**src/rtl/stereo_frame_feeder.sv**
```systemverilog
// Stereo frame FIFO feeding serial_audio_encoder one word at a time, left then right.
// Output is held off until start_level frames are buffered, so playback does not stutter.
module stereo_frame_feeder #(
   parameter int data_width  = 32,
   parameter int fifo_depth  = 8,
   parameter int start_level = 4
) (
   input  logic                        sclk,
   input  logic                        reset,
   input  logic                        i_valid,
   output logic                        i_ready,
   input  logic [data_width-1:0]       i_left,
   input  logic [data_width-1:0]       i_right,
   output logic                        o_valid,
   input  logic                        o_ready,
   output logic                        o_is_left,
   output logic [data_width-1:0]       o_data,
   output logic [$clog2(fifo_depth):0] o_level,
   output logic                        o_running,
   output logic [15:0]                 o_underflow_count
);

   localparam int aw = $clog2(fifo_depth);
   localparam int lw = aw + 1;

   typedef enum logic [1:0] {IDLE, LEFT, RIGHT} state_t;

   state_t                  state;
   logic [2*data_width-1:0] mem [fifo_depth];
   logic [aw-1:0]           wr_ptr;
   logic [aw-1:0]           rd_ptr;
   logic                    push;
   logic                    pop;
   logic [lw-1:0]           level_next;

   // Ready comes only from the stored level: a same-cycle pop never frees a slot.
   assign i_ready    = (o_level != lw'(fifo_depth));
   assign push       = i_valid && i_ready;
   assign pop        = (state == RIGHT) && o_ready;
   assign level_next = o_level + lw'(push) - lw'(pop);
   assign o_running  = (state != IDLE);

   always_ff @(posedge sclk) begin
      if (push)
         mem[wr_ptr] <= {i_left, i_right};
   end

   always_ff @(posedge sclk) begin
      if (reset) begin
         wr_ptr  <= '0;
         rd_ptr  <= '0;
         o_level <= '0;
      end else begin
         if (push)
            wr_ptr <= wr_ptr + 1'b1;
         if (pop)
            rd_ptr <= rd_ptr + 1'b1;
         o_level <= level_next;
      end
   end

   always_ff @(posedge sclk) begin
      if (reset) begin
         state             <= IDLE;
         o_valid           <= 1'b0;
         o_is_left         <= 1'b1;
         o_underflow_count <= '0;
      end else begin
         case (state)
            IDLE: begin
               if (o_level >= lw'(start_level)) begin
                  state     <= LEFT;
                  o_valid   <= 1'b1;
                  o_is_left <= 1'b1;
               end
            end
            LEFT: begin
               if (o_ready) begin
                  state     <= RIGHT;
                  o_is_left <= 1'b0;
               end
            end
            RIGHT: begin
               if (o_ready) begin
                  o_is_left <= 1'b1;
                  // A push landing on the final pop keeps the stream alive.
                  if (level_next == '0) begin
                     state   <= IDLE;
                     o_valid <= 1'b0;
                     if (o_underflow_count != 16'hFFFF)
                        o_underflow_count <= o_underflow_count + 16'd1;
                  end else begin
                     state <= LEFT;
                  end
               end
            end
            default: begin
               state     <= IDLE;
               o_valid   <= 1'b0;
               o_is_left <= 1'b1;
            end
         endcase
      end
   end

   always_comb begin
      o_data = '0;
      case (state)
         LEFT:    o_data = mem[rd_ptr][2*data_width-1:data_width];
         RIGHT:   o_data = mem[rd_ptr][data_width-1:0];
         default: o_data = '0;
      endcase
   end

endmodule

```
**config.mk**
```make
export PLATFORM = sky130hd
export DESIGN_NAME = stereo_frame_feeder
export DESIGN_NICKNAME = d
export VERILOG_FILES = /design/src/rtl/stereo_frame_feeder.sv
export SDC_FILE = /design/constraint.sdc
export NUM_CORES = 1
export LEC_CHECK = 0
export ABC_CLOCK_PERIOD_IN_PS = 6200
export CAP_MARGIN = 15
export CORE_MARGIN = 2
export CORE_UTILIZATION = 55
export CTS_BUF_LIST = sky130_fd_sc_hd__clkbuf_2 sky130_fd_sc_hd__clkbuf_4 sky130_fd_sc_hd__clkbuf_8
export DETAILED_ROUTE_END_ITERATION = 8
export PLACE_DENSITY = 0.76
export SYNTH_ARGS = -nofsm -noshare
export SYNTH_HDL_FRONTEND = slang
export SYNTH_SLANG_ARGS = --single-unit
```
**constraint.sdc**
```tcl
create_clock -name sclk -period 6.2 [get_ports sclk]
set_clock_uncertainty 0.05 [all_clocks]
set_input_delay 1.24 -clock sclk [delete_from_list [all_inputs] [get_ports sclk]]
set_output_delay 1.24 -clock sclk [all_outputs]
set_load 0.005 [all_outputs]
```
==> impl_metrics.env <==
export IMPL_fmax_mhz=205
export IMPL_cpMaxStageDelayCell="dfxtp_4"
export IMPL_grt_pass1_wl_mm=63.5
export IMPL_irDropWorstVdd_v=0.000133
export IMPL_drc=0
export IMPL_cp_cell_sequence="buf_4 -> mux4_2 -> mux2i_1 -> o22ai_1 -> clkdlybuf4s50_1"
export IMPL_synth_top_cell_area_share_pct=73.0
export IMPL_antenna_found_initial=4
export IMPL_cp_slowest_stage_delay_ps=990
export IMPL_postCtsHoldBufs=0
export IMPL_die_height_um=200
export IMPL_end_kind="output port"
export IMPL_drt_initial_drc_count=918
export IMPL_antenna_left=0
export IMPL_drtPass1Iterations=5
export IMPL_post_cts_buffers=0
export IMPL_drt_wl_total_mm=42.5
export IMPL_clk_path_buf_depth=3
export IMPL_p_leak_nw=7.50
export IMPL_worst_slew_pin_slew_ps=1130
export IMPL_cp_max_fo=47
export IMPL_synth_seq_area_share_pct=76.1
export IMPL_die_area_um2=39900
export IMPL_rsz0062_at_grt="no"
export IMPL_async_reset_ff_share_pct=0
export IMPL_postSynthAreaPerCell_um2=21.2
export IMPL_synth_area_um2=21100
export IMPL_numPortBuffers=123
export IMPL_power_frac_comb_pct=12.2
export IMPL_critPathArrivalTime_ps=3580
export IMPL_grt_max_degree=65
export IMPL_synth_ff_type="edfxtp_1"
export IMPL_finalNonFillerCells=1756
export IMPL_cp_start_kind="register"
export IMPL_cts_repair_resized=0
export IMPL_viasPerCell=5.91
export IMPL_overflow=0
export IMPL_cts_root_buffer="clkbuf_8"
export IMPL_io_pins=124
export IMPL_cp_data_required_time_ps=4910
export IMPL_cts_num_sinks=545
export IMPL_synth_edf_count=512
export IMPL_clk_pin_slew_ps=60
export IMPL_area_delta_synth_final_pct=16.9
export IMPL_seqPwrFrac_pct=53.1
export IMPL_via_count=10372
export IMPL_slew_headroom_pct=24.5
export IMPL_layout_nets=1264
export IMPL_p_sw_w=0.00189
export IMPL_tritoncts="done"
export IMPL_cts_buffers=82
export IMPL_critical_path_top_delay_family="flip-flops"
export IMPL_power_density_nw_per_um2=328
export IMPL_placedCellCount=1608
export IMPL_syn_inst=994
export IMPL_maxSlewViolCount=0
export IMPL_critPathKind="register to output port"
export IMPL_grt_pass1_vias=10696
export IMPL_grt_use_total_pct=21.9
export IMPL_netlist_top_cells_area="edfxtp_1 (73%), mux4_2 (14%), dfxtp_1 (3.1%)"
export IMPL_clockPowerShare_pct=34.7
export IMPL_setup_tns_ps=0
export IMPL_critical_path_buf_inv_count=2
export IMPL_clk_latency_ps=600
export IMPL_place_congestion=0.818
export IMPL_p_sw_share_pct=23.3
export IMPL_rows=71
export IMPL_yosys_area_top_type="edfxtp_1"
export IMPL_syn_num_nets=1077
export IMPL_hold_class="register to register"
export IMPL_synth_cell_type_count=42
export IMPL_hold_violations=0
export IMPL_internal_power_w=0.00619
export IMPL_period_share_pct=78.6
export IMPL_status="finished clean"
export IMPL_initial_core_util_pct=55.9
export IMPL_dp_hpwl_mm=24.3
export IMPL_yosys_warnings=0
export IMPL_fin_crit_ps=4870
export IMPL_die_x_um=200
export IMPL_htree_levels=3
export IMPL_routedWlPerCell_um=24.2
export IMPL_drive_gt1_share_pct=24.0
export IMPL_cap_violations=0
export IMPL_nFillCells=2478
export IMPL_core_area_um2=37700
export IMPL_setup_viol=0
export IMPL_synth_seq_cells=545
through the flow:
| step | power (W) | cell area (um2) | hold slack (ps) | setup slack [ps] | utilization, % |
|---|---|---|---|---|---|
| 4_1_cts | 0.00815 | 24600 | 442 | 1250 | 65.4 |
| 6_report | 0.00807 | 24600 | 435 | 1330 | 65.4 |
| 2_1_floorplan | 0.00493 | 21100 | 412 | 1320 | - |
| 5_1_grt | 0.00838 | 24600 | 461 | 1090 | 65.4 |
| 3_3_place_gp | 0.00532 | 23100 | 412 | 1690 | 61.2 |
| 3_5_place_dp | 0.00536 | 23100 | 428 | 1580 | 61.2 |
worst reg2reg max path: stages (launching register included):
cell       delay [ps]
dfxtp_1           410
inv_1              90
ha_1              250
and2_1            230
ha_1              300
inv_1              70
ha_1              180
inv_1              70
fa_1              530
nor2b_1           190
o2111ai_2         150
nand2b_4          250
or4_1             540
a21oi_1           170
area by class of cell:
class | instances | area [um2] | share of cell area [%]
antenna | 1 | 2.50 | 0.0102
inverter | 12 | 45.0 | 0.183
timing repair buffer | 151 | 1480 | 6.00
tap | 511 | 639 | 2.60
multi-input combinational | 389 | 4840 | 19.7
clock buffer | 104 | 1310 | 5.33
sequential | 545 | 16000 | 65.1
clock inverter | 43 | 265 | 1.08
cell families (layout without fill, tap and decap cells):
| logic type | count (synthesis) | after routing | synth area share, % |
|---|---|---|---|
| simple gates | 98 | 98 | 2.47 |
| fa+ha+maj | 15 | 15 | 0.926 |
| mux | 194 | 194 | 16.8 |
| buf+inv | 60 | 310 | 1.24 |
| xor+xnor | 5 | 5 | 0.208 |
| other cells | 0 | 1 | 0 |
| flops | 545 | 545 | 76.1 |
| compound gates | 77 | 77 | 2.23 |
cells in the final DEF, fill, tap and decap left out, drive strengths merged, types with 21 or more instances in the layout:
master / count
edfxtp: 512
buf: 28
nor2: 23
clkbuf: 104
a21oi: 22
nand2: 21
clkinv: 37
mux2i: 65
o22ai: 32
mux4: 128
clkdlybuf4s50: 123
dfxtp: 33
power groups by stage:
stage	Clock, W	Sequential [W]	Combinational (W)
floorplan	0	0.00434	0.000592
global placement	0	0.00436	0.000968
detailed placement	0	0.00437	0.000988
CTS	0.00286	0.00429	0.000992
global route	0.00300	0.00431	0.00107
finish	0.00280	0.00429	0.000984
flip-flops by register name, indices dropped and copies added (netlist names), named ones only:
name,count
rd_ptr,3
o_level,4
state,2
o_valid,1
wr_ptr,3
mem,512
o_underflow_count,16
o_is_left,1
worst paths after layout:
| check | start | end | slack (ps) | depth (start not counted) |
|---|---|---|---|---|
| worst max register to register | state[0]$_SDFFE_PP0P_ | o_underflow_count[12]$_SDFFE_PP0P_ | 2640 | 13 |
| worst min register to register | o_valid$_SDFFE_PP0P_ | o_valid$_SDFFE_PP0P_ | 440 | 2 |
| worst max-delay path | register | o_data[24] | 1330 | 5 |
| worst min-delay path | o_valid$_SDFFE_PP0P_ | o_valid$_SDFFE_PP0P_ | 440 | 2 |
Yosys cell counts, types with 3 or more instances:
library cell / count
or2_2: 3
o22ai_1: 32
nand3_1: 13
mux4_2: 128
nor2_1: 23
o31ai_1: 6
clkbuf_1: 26
or3_1: 9
xor2_1: 4
nand2b_1: 4
edfxtp_1: 512
nor3_1: 5
nand2_1: 21
dfxtp_1: 33
a21oi_1: 22
buf_1: 5
nor2b_1: 3
inv_1: 12
or4_1: 7
mux2i_1: 65
buf_2: 14
ha_1: 14
o21ai_0: 11
routing by layer:
| metal | vias to the layer above | track usage [%] | routed length (um) |
|---|---|---|---|
| li1 | 4527 | - | - |
| met4 | 6 | 6.64 | 756 |
| met5 | - | 0 | 45 |
| met2 | 362 | 34.6 | 20500 |
| met1 | 5421 | 31.0 | 18200 |
| met3 | 56 | 5.16 | 3050 |
No activity file was read; power rests on OpenSTA's default activity.
